**src/rtl/matrix_cursor_ctrl.sv**
```systemverilog
// matrix_cursor_ctrl: cursor and pixel-edit controller for an LED matrix.
// Takes debounced one-cycle button pulses, moves a blinking cursor, and
// issues frame-buffer writes over a req/ack port. A select toggles the
// pixel under the cursor. A clear sweeps the whole frame writing zeros.

module matrix_cursor_ctrl #(
    parameter int ROWS      = 8,
    parameter int COLS      = 8,
    parameter int ROW_W     = 3,
    parameter int COL_W     = 3,
    parameter int BLINK_DIV = 12500000
) (
    input  logic             clk,
    input  logic             rst,
    input  logic             btn_up_p,
    input  logic             btn_dn_p,
    input  logic             btn_lt_p,
    input  logic             btn_rt_p,
    input  logic             btn_sel_p,
    input  logic             btn_clr_p,
    input  logic             pix_q,
    input  logic             wr_ack,
    output logic [ROW_W-1:0] cur_row,
    output logic [COL_W-1:0] cur_col,
    output logic             cursor_blink,
    output logic             wr_req,
    output logic [ROW_W-1:0] wr_row,
    output logic [COL_W-1:0] wr_col,
    output logic             wr_data,
    output logic             busy
);

    // Blink counter width covers 0..BLINK_DIV-1.
    localparam int BW = (BLINK_DIV > 2) ? $clog2(BLINK_DIV) : 1;

    localparam logic [1:0] ST_IDLE  = 2'd0;
    localparam logic [1:0] ST_WRITE = 2'd1;
    localparam logic [1:0] ST_CLEAR = 2'd2;

    localparam logic [ROW_W-1:0] ROW_LAST = ROW_W'(ROWS - 1);
    localparam logic [COL_W-1:0] COL_LAST = COL_W'(COLS - 1);
    localparam logic [ROW_W-1:0] ROW_ONE  = ROW_W'(1);
    localparam logic [COL_W-1:0] COL_ONE  = COL_W'(1);
    localparam logic [BW-1:0]    BLINK_LAST = BW'(BLINK_DIV - 1);
    localparam logic [BW-1:0]    BLINK_ONE  = BW'(1);

    logic [1:0]       state;
    logic [BW-1:0]    blink_cnt;

    logic [ROW_W-1:0] row_up;
    logic [ROW_W-1:0] row_dn;
    logic [COL_W-1:0] col_lt;
    logic [COL_W-1:0] col_rt;
    logic [ROW_W-1:0] row_next;
    logic [COL_W-1:0] col_next;
    logic             in_idle;
    logic             move_req;
    logic             move_eff;
    logic             ack_fire;
    logic             clr_last;
    logic             clear_done;

    // Wrapped neighbour positions of the cursor in each direction.
    always_comb begin
        row_up = (cur_row == '0)      ? ROW_LAST : (cur_row - ROW_ONE);
        row_dn = (cur_row == ROW_LAST) ? '0      : (cur_row + ROW_ONE);
        col_lt = (cur_col == '0)      ? COL_LAST : (cur_col - COL_ONE);
        col_rt = (cur_col == COL_LAST) ? '0      : (cur_col + COL_ONE);
    end

    // Row and column are resolved independently; opposing presses cancel.
    always_comb begin
        row_next = cur_row;
        col_next = cur_col;
        case ({btn_up_p, btn_dn_p})
            2'b10:   row_next = row_up;
            2'b01:   row_next = row_dn;
            default: row_next = cur_row;
        endcase
        case ({btn_lt_p, btn_rt_p})
            2'b10:   col_next = col_lt;
            2'b01:   col_next = col_rt;
            default: col_next = cur_col;
        endcase
    end

    // Event qualification: moves only count in IDLE with no clear/select,
    // and only when the position really changes (cancelled presses do not
    // restart the blink phase).
    always_comb begin
        in_idle    = (state == ST_IDLE);
        move_req   = in_idle && !btn_clr_p && !btn_sel_p;
        move_eff   = move_req && ((row_next != cur_row) || (col_next != cur_col));
        ack_fire   = wr_req && wr_ack;
        clr_last   = (wr_row == ROW_LAST) && (wr_col == COL_LAST);
        clear_done = (state == ST_CLEAR) && ack_fire && clr_last;
    end

    // Control FSM: cursor position, write port and busy flag.
    always_ff @(posedge clk) begin
        if (rst) begin
            state   <= ST_IDLE;
            cur_row <= '0;
            cur_col <= '0;
            wr_req  <= 1'b0;
            wr_row  <= '0;
            wr_col  <= '0;
            wr_data <= 1'b0;
            busy    <= 1'b0;
        end else begin
            case (state)
                ST_IDLE: begin
                    if (btn_clr_p) begin
                        state   <= ST_CLEAR;
                        wr_req  <= 1'b1;
                        wr_row  <= '0;
                        wr_col  <= '0;
                        wr_data <= 1'b0;
                        busy    <= 1'b1;
                    end else if (btn_sel_p) begin
                        state   <= ST_WRITE;
                        wr_req  <= 1'b1;
                        wr_row  <= cur_row;
                        wr_col  <= cur_col;
                        wr_data <= ~pix_q;
                        busy    <= 1'b1;
                    end else begin
                        cur_row <= row_next;
                        cur_col <= col_next;
                    end
                end
                ST_WRITE: begin
                    if (ack_fire) begin
                        state  <= ST_IDLE;
                        wr_req <= 1'b0;
                        busy   <= 1'b0;
                    end
                end
                ST_CLEAR: begin
                    if (ack_fire) begin
                        if (clr_last) begin
                            state   <= ST_IDLE;
                            wr_req  <= 1'b0;
                            busy    <= 1'b0;
                            cur_row <= '0;
                            cur_col <= '0;
                        end else if (wr_col == COL_LAST) begin
                            wr_col <= '0;
                            wr_row <= wr_row + ROW_ONE;
                        end else begin
                            wr_col <= wr_col + COL_ONE;
                        end
                    end
                end
                default: begin
                    state  <= ST_IDLE;
                    wr_req <= 1'b0;
                    busy   <= 1'b0;
                end
            endcase
        end
    end

    // Blink phase generator; restarts visible after a move or a finished clear.
    always_ff @(posedge clk) begin
        if (rst) begin
            blink_cnt    <= '0;
            cursor_blink <= 1'b1;
        end else if (move_eff) begin
            blink_cnt    <= '0;
            cursor_blink <= 1'b1;
        end else begin
            if (blink_cnt == BLINK_LAST) begin
                blink_cnt    <= '0;
                cursor_blink <= clear_done ? 1'b1 : ~cursor_blink;
            end else begin
                blink_cnt    <= blink_cnt + BLINK_ONE;
                cursor_blink <= clear_done ? 1'b1 : cursor_blink;
            end
        end
    end

endmodule

```
**config.mk**
```make
export PLATFORM = sky130hd
export DESIGN_NAME = matrix_cursor_ctrl
export DESIGN_NICKNAME = d
export VERILOG_FILES = /design/src/rtl/matrix_cursor_ctrl.sv
export SDC_FILE = /design/constraint.sdc
export NUM_CORES = 1
export LEC_CHECK = 0
export ABC_AREA = 1
export BUFFER_PORTS_ARGS = -buffer_cell sky130_fd_sc_hd__buf_2
export CORE_MARGIN = 2
export CORE_UTILIZATION = 55
export DETAILED_ROUTE_END_ITERATION = 7
export PLACE_DENSITY = 0.76
export SETUP_SLACK_MARGIN = 0.02
export SLEW_MARGIN = 10
export SYNTH_ARGS = -nofsm -noshare
export SYNTH_HDL_FRONTEND = slang
export SYNTH_SLANG_ARGS = --single-unit
```
**constraint.sdc**
```tcl
create_clock -name clk -period 2.7 [get_ports clk]
set_input_delay 0.54 -clock clk [delete_from_list [all_inputs] [get_ports clk]]
set_output_delay 0.54 -clock clk [all_outputs]
set_load 0.01 [all_outputs]
```
==> flow_summary.toml, run 1 <==
[synthesis]
yosysUniqueCellTypes = 36
synth_top_area_cell = "dfxtp_1"
yosysWarnings = 0
syn_avg_cell_area_um2 = 7.349
synthTopCellsByArea = "dfxtp_1, nand2_1, ha_1"
netlist_area_um2 = 2624
synthDominantCellAreaShare_pct = 31.28
ys_seq_area_share_pct = 31.28
synth.ff_latch_count = 41
syn-num-nets = 384
synthCells = 357

[routing]
ant_nets = 0
viasPerCell = 5.247
post-route-drc-count = 0
wl_um = 5202
num_vias = 2293
drtIter0Drc = 142
first_pass_iters = 4
wl_per_cell_um = 11.90

[setup_path]
cp_max_fo = 24
worstSetupEndpointType = "flop"
cp.arrival_ns = 2.47
cp-start-kind = "flop"
worst-setup-path-type = "flop to flop"
critical_path_required_ns = 2.92

[clock_tree]
insertion_delay_ns = 0.29
cts_tree = "done"
clock_sinks = 41
cts_resized = 0
path_clk_slew_ns = 0.08
clock_path_buffers = 2
h-tree-depth = 2
cts_root_buffer = "clkbuf_8"
ctsHoldBuffers = 0
postCtsSetupBuffers = 0
cts_made_buffers = 5

[timing]
fin_setup_tns_ns = 0
clock-skew-final_ns = 0.006044
fmax_ghz = 0.4445
maxSlewViolCount = 0
worstMarginPinSlew_ns = 0.5017
setup_violations = 0
fin_ws_ns = 0.4502
rsz0062_at_grt = "false"
finalCritPeriodShare_pct = 83.33
hold_viol_final = 0
relSlewSlack_pct = 66.30
period_minus_slack_ns = 2.250

[run]
max-cap-violations = 0

[placed_design]
place_area_um2 = 2770
hpwl_um = 3877
routabilityCongestion = 0.8655
io_buffer_count = 25
post-place-ws_ns = 0.3640

[final_layout]
design_area_um2 = 2850
drive_gt1_share_pct = 19.32
diodes = 0
final_common_cell = "nand2_1"
final_nets = 409
multi_input_area_um2 = 1548
seq_area_um2 = 820.8
area_delta_synth_final_pct = 8.631
num-fill-cells = 434
layout_common_cells = "nand2_1, inv_1, dfxtp_1"

[power_and_ir_drop]
powerDensity_nw_per_um2 = 443.0
ir_drop_mv = 0.3590
p_leak_nw = 1.167

[floorplanning]
die-area_um2 = 5339
chipWidth_um = 73.07
ios = 26
initial_core_util_pct = 56.30
coreArea_um2 = 4661
num_rows = 25
fp.dieH_um = 73.07

[global_route]
grt_overflow_total = 0
grt_max_degree = 25
grt_antenna_before_repair = 0
grt_first_pass_wirelength_um = 8983
grt_usage_pct = 20.96
grt_pass1_vias = 2073

[hold_path]
hp-class = "flop to flop"

[run_status]
outcome = "finished clean"
[layer usage]
metal | vias to the layer above | GRT usage [%] | routed length, um
li1 | 1213 | - | -
met1 | 1020 | 26.19 | 2454
met2 | 53 | 37.14 | 2481
met3 | 7 | 4.144 | 209
met4 | 0 | 4.321 | 57
met5 | - | 0 | 0
[registers in the layout, summed over array words and instances, names as in the netlist]
name	cells
state	2
cursor_blink	1
wr_data	1
cur_col	3
cur_row	3
busy	1
wr_row	3
wr_col	3
blink_cnt	24
[worst paths after layout]
kind                           startpoint                      end  slack (ns)  depth (start not counted)
setup / recovery  cur_col[0]$_SDFFE_PP0P_  blink_cnt[0]$_SDFF_PP0_        0.45                         13
hold reg to reg      wr_data$_SDFFE_PP0P_     wr_data$_SDFFE_PP0P_        0.49                          2
setup reg to reg  cur_col[0]$_SDFFE_PP0P_  blink_cnt[0]$_SDFF_PP0_        0.45                         13
hold / removal       wr_data$_SDFFE_PP0P_     wr_data$_SDFFE_PP0P_        0.49                          2
[power by group]
part | switching [mW] | leakage, nW | internal, mW | total (mW)
registers | 0.0268 | 0.333 | 0.628 | 0.655
logic | 0.142 | 0.794 | 0.0847 | 0.226
clock network | 0.197 | 0.0395 | 0.184 | 0.381
total | 0.366 | 1.17 | 0.897 | 1.26
[synth_stat cells (all sizes together)]
master and number:
o211ai 6, nand2 65, o2111ai 2, dfxtp 41, nor3 13, clkbuf 3
buf 4, o22a 1, xor2 13, nor3b 1, o21ai 11, a31oi 1
xnor2 8, bufinv 1, nor4 3, inv 51, or2 2, nand3b 1
ha 17, nor2 51, nand3 27, a21oi 22, nand4 13
[worst max-delay path: stages (launching register included)]
cell and delay [ns]:
dfxtp_1 0.51, inv_1 0.16, ha_1 0.24, nor2_1 0.10
nand2_1 0.05, nand2_1 0.09, nand2_1 0.08, nand3_1 0.08
nand2_1 0.05, nor2_1 0.09, nand3_1 0.08, nand2_1 0.12
nand3_4 0.32, nor2_1 0.20
[through the flow]
| step | power (mW) | util, % | hold WS, ns | std cells |
|---|---|---|---|---|
| 3_3_place_gp | 0.8888 | 59.44 | 0.4616 | 429 |
| 6_report | 1.263 | 61.15 | 0.4862 | 437 |
| 4_1_cts | 1.273 | 61.15 | 0.4897 | 437 |
| 5_1_grt | 1.340 | 61.15 | 0.5126 | 437 |
| 2_1_floorplan | 0.8395 | - | 0.4413 | 357 |
| 3_5_place_dp | 0.8946 | 59.44 | 0.4731 | 429 |
[final cells by class]
type / count / area share [%]
Clock buffer: 8 / 2.809
Tap cell: 54 / 2.371
Inverter: 52 / 7.331
Sequential cell: 41 / 28.80
Timing Repair Buffer: 25 / 4.390
Multi-Input combinational cell: 257 / 54.30
[cell families after synthesis]
logic type	synth area share [%]
xor gates and xnor gates	7.010
DFF	31.28
buffers and inverters	9.728
and+or+nand+nor	34.62
adders and majority gates	8.107
AOI/OAI and AO/OA	9.252
Note: power is estimated with default switching activity, not from simulation.
==> run 2: changes to the inputs <==
==> constraint.sdc (replaced) <==
create_clock -name clk -period 2.3 [get_ports clk]
set_input_delay 0.46 -clock clk [delete_from_list [all_inputs] [get_ports clk]]
set_output_delay 0.46 -clock clk [all_outputs]
set_load 0.01 [all_outputs]
==> flow_summary.toml, run 2 (synthesis gave the netlist of run 1 again) <==
[floorplanning]
coreArea_um2 = 4661
die-area_um2 = 5339
initial_core_util_pct = 56.30
chipWidth_um = 73.07
fp.dieH_um = 73.07
num_rows = 25
ios = 26

[timing]
setup_violations = 0
finalCritPeriodShare_pct = 89.62
relSlewSlack_pct = 66.61
worst_hold_slack_ns = 0.4631
worstMarginPinSlew_ns = 0.4972
period_minus_slack_ns = 2.061
fin_ws_ns = 0.2388
maxSlewViolCount = 0
hold_viol_final = 0
fin_setup_tns_ns = 0
rsz0062_at_grt = "false"
clock-skew-final_ns = 0.002341
fmax_ghz = 0.4852

[global_route]
grt_pass1_vias = 2152
grt_first_pass_wirelength_um = 9114
grt_overflow_total = 0
grt_max_degree = 25
grt_usage_pct = 21.55
grt_antenna_before_repair = 0

[power_and_ir_drop]
power_frac_clock_pct = 31.5
seq_power_share_pct = 50.2
netSwitchingFraction_pct = 29.40
p_leak_nw = 1.202
powerDensity_nw_per_um2 = 526.1
p_switching_mw = 0.4502
ir_drop_mv = 0.3486
combPwrFrac_pct = 18.4
power.total_mw = 1.531
p_int_mw = 1.081

[routing]
ant_nets = 0
first_pass_iters = 4
wl_per_cell_um = 12.49
wl_um = 5509
drtIter0Drc = 114
post-route-drc-count = 0
viasPerCell = 5.286
num_vias = 2331

[final_layout]
diodes = 0
largest_reg_flops = 24
drive_gt1_share_pct = 21.19
regMostFlops = "blink_cnt"
fin_util_pct = 62.44
fin_cells = 441
design_area_um2 = 2910
layout_common_cells = "nand2_1, inv_1, dfxtp_1"
area_delta_synth_final_pct = 10.92
final_common_cell = "nand2_1"
final_nets = 414

[placed_design]
place_area_um2 = 2793
routabilityCongestion = 0.9065
io_buffer_count = 25
hpwl_um = 4011
dp_cells = 432
post-place-ws_ns = 0.04909

[setup_path]
cp_max_fo = 6
path_cells = "ha_1, ha_1, a21oi_1, nand2_1, nand3_1, nand2_1, nor2_1, nand3_1, nand2_2, nand3_2, nor2_2"
cp_top_family = "simple AND/OR/NAND/NOR gates"
worst_path_max_delay_cell = "dfxtp_2"
r2r-end = "blink_cnt[10]$_SDFF_PP0_"
worst-setup-path-type = "flop to flop"
worstSetupEndpointType = "flop"
r2r_slack_ns = 0.24
cp.arrival_ns = 2.30
rr_startpoint = "cur_col[0]$_SDFFE_PP0P_"
path_depth = 11
ff2ff_path_depth = 11
critical_path_required_ns = 2.54
critPathMaxStageDelay_ns = 0.36
critPathBufInv = 0
crit_end = "blink_cnt[10]$_SDFF_PP0_"
worstSetupStartpoint = "cur_col[0]$_SDFFE_PP0P_"
cp-start-kind = "flop"

[clock_tree]
ctsHoldBuffers = 0
cts_tree = "done"
cts_root_buffer = "clkbuf_8"
path_clk_slew_ns = 0.07
clock_path_buffers = 2
clock_sinks = 41
insertion_delay_ns = 0.30
cts_made_buffers = 5
h-tree-depth = 2

[run]
max-cap-violations = 0

[hold_path]
hp-class = "input port to flop"
worst_hold_startpoint = "pix_q"

[run_status]
outcome = "finished clean"
run 2: area by class of cell:
type                       count  area [um2]
tap                           54       67.56
fill                         427        1750
sequential                    41       822.0
clock buffer                   7       86.33
multi-input combinational    259        1578
inverter                      52       209.0
timing repair buffer          28       147.6
run 2: worst min-delay path by stage:
| stage | endpoint | cells after the start | slack (ns) |
|---|---|---|---|
| floorplan | blink_cnt[0]$_SDFF_PP0_ | 1 | 0.44 |
| global placement | wr_data$_SDFFE_PP0P_ | 2 | 0.46 |
| detailed placement | blink_cnt[0]$_SDFF_PP0_ | 1 | 0.48 |
| CTS | wr_data$_SDFFE_PP0P_ | 4 | 0.46 |
| global route | wr_data$_SDFFE_PP0P_ | 4 | 0.49 |
| finish | wr_data$_SDFFE_PP0P_ | 4 | 0.46 |
run 2: repair_timing:
item	CTS	global route
gates resized for setup	0	3
endpoints found under the setup margin	0	24
buffers inserted	0	0
run 2: routing by layer:
layer	up-vias	GRT usage [%]	routed length, um
li1	1230	-	-
met1	1058	26.90	2587
met2	33	37.04	2676
met3	10	3.729	156
met4	0	7.613	89
met5	-	0	0
run 2: power groups by stage:
stage          logic, mW  clock network (mW)  registers [mW]
6_report           0.281               0.482           0.768
3_5_place_dp       0.271                   0           0.784
2_1_floorplan      0.197                   0           0.788
3_3_place_gp       0.265                   0           0.783
5_1_grt            0.319               0.517           0.772
4_1_cts            0.272               0.489           0.768
run 2: worst reg2reg max path, stage by stage (launching register included):
cell	delay [ns]
dfxtp_2	0.36
ha_1	0.22
ha_1	0.27
a21oi_1	0.18
nand2_1	0.10
nand3_1	0.08
nand2_1	0.05
nor2_1	0.09
nand3_1	0.09
nand2_2	0.17
nand3_2	0.25
nor2_2	0.15
==> run 3: changes to the inputs <==
==> constraint.sdc (replaced) <==
create_clock -name clk -period 2.46 [get_ports clk]
set_input_delay 0.492 -clock clk [delete_from_list [all_inputs] [get_ports clk]]
set_output_delay 0.492 -clock clk [all_outputs]
set_load 0.01 [all_outputs]
==> flow_summary.toml, run 3 (synthesis gave the netlist of run 1 again) <==
[placed_design]
post-place-ws_ns = 0.1539
routabilityCongestion = 0.8674
place_area_um2 = 2778
io_buffer_count = 25
hpwl_um = 4033

[power_and_ir_drop]
p_leak_nw = 1.178
power.total_mw = 1.390
ir_drop_mv = 0.3073
powerDensity_nw_per_um2 = 485.4

[routing]
wl_per_cell_um = 12.03
post-route-drc-count = 0
ant_nets = 0
wl_um = 5270
first_pass_iters = 4
viasPerCell = 5.311
drtIter0Drc = 123
num_vias = 2326

[floorplanning]
coreArea_um2 = 4661
die-area_um2 = 5339
initial_core_util_pct = 56.30
chipWidth_um = 73.07
fp.dieH_um = 73.07
num_rows = 25
ios = 26

[timing]
fmax_ghz = 0.4643
finalCritPeriodShare_pct = 87.55
hold_viol_final = 0
period_minus_slack_ns = 2.154
maxSlewViolCount = 0
fin_setup_tns_ns = 0
clock-skew-final_ns = 0.003928
rsz0062_at_grt = "false"
worstMarginPinSlew_ns = 0.5106
setup_violations = 0
fin_ws_ns = 0.3064
relSlewSlack_pct = 65.71

[global_route]
grt_pass1_vias = 2221
grt_antenna_before_repair = 0
grt_overflow_total = 0
grt_usage_pct = 21.72
grt_max_degree = 25
grt_first_pass_wirelength_um = 9266

[final_layout]
final_nets = 410
diodes = 0
drive_gt1_share_pct = 20.57
seq_area_um2 = 823.3
regMostFlops = "blink_cnt"
multi_input_area_um2 = 1548
num-fill-cells = 444
area_delta_synth_final_pct = 9.108
final_common_cell = "nand2_1"
design_area_um2 = 2863
layout_common_cells = "nand2_1, inv_1, dfxtp_1"
fin_util_pct = 61.42
largest_reg_flops = 24

[clock_tree]
insertion_delay_ns = 0.29
cts_root_buffer = "clkbuf_8"
path_clk_slew_ns = 0.08
postCtsSetupBuffers = 0
clock_path_buffers = 2
cts_made_buffers = 5
h-tree-depth = 2
cts_tree = "done"
clock_sinks = 41
ctsHoldBuffers = 0
cts_resized = 0

[run_status]
outcome = "finished clean"

[setup_path]
worst-setup-path-type = "flop to flop"
cp-start-kind = "flop"
cp_max_fo = 24
cp.arrival_ns = 2.37
worstSetupEndpointType = "flop"
r2r_slack_ns = 0.31
critical_path_required_ns = 2.68

[hold_path]
hp-class = "flop to flop"

[run]
max-cap-violations = 0
==> run 3: cell types whose count changed in the layout (fill, tap and decap cells not counted), sizes merged <==
cell,previous run,this run
nand3,29,27
clkinv,0,2
clkbuf,7,6
buf,28,26
==> run 3: report_power, final <==
part	internal, mW	switching, mW	leakage (nW)
clock network	0.197	0.225	0.0450
logic	0.0935	0.156	0.800
registers	0.690	0.0286	0.334
==> run 3: cell type report <==
| class | instances | share of cell area (%) |
|---|---|---|
| Multi-Input combinational cell | 257 | 54.06 |
| Sequential cell | 41 | 28.76 |
| Inverter | 52 | 7.299 |
| Timing Repair Buffer | 26 | 4.633 |
| Clock buffer | 6 | 2.535 |
| Tap cell | 54 | 2.360 |
| Clock inverter | 2 | 0.3496 |
==> run 3: routing by layer <==
metal,track usage [%],up-vias,wire (um)
met2,38.34,53,2614
met4,6.996,0,88
li1,-,1213,-
met3,3.729,12,186
met1,26.60,1048,2381
met5,0,-,0
==> run 3: per-stage QoR <==
stage | cells | hold WS (ns)
detailed placement | 430 | 0.4728
global placement | 430 | 0.4614
global route | 438 | 0.5164
finish | 438 | 0.4860
CTS | 438 | 0.4897
floorplan | 357 | 0.4413
==> run 3: worst max-delay path: stages (launching register included) <==
cell     delay [ns]
dfxtp_1        0.43
inv_1          0.14
ha_1           0.32
inv_1          0.04
nand2_1        0.08
nand3_1        0.09
nand3_1        0.07
o21ai_0        0.07
nor2_1         0.10
nand3_1        0.09
nand2_1        0.12
nand3_4        0.33
nor2_1         0.19
==> run 3: worst paths after layout <==
kind / startpoint / endpoint / cells past startpoint
worst max-delay path: cur_col[1]$_SDFFE_PP0P_ / blink_cnt[2]$_SDFF_PP0_ / 12
worst min-delay path: wr_data$_SDFFE_PP0P_ / wr_data$_SDFFE_PP0P_ / 2
worst max register to register: cur_col[1]$_SDFFE_PP0P_ / blink_cnt[2]$_SDFF_PP0_ / 12
worst min register to register: wr_data$_SDFFE_PP0P_ / wr_data$_SDFFE_PP0P_ / 2
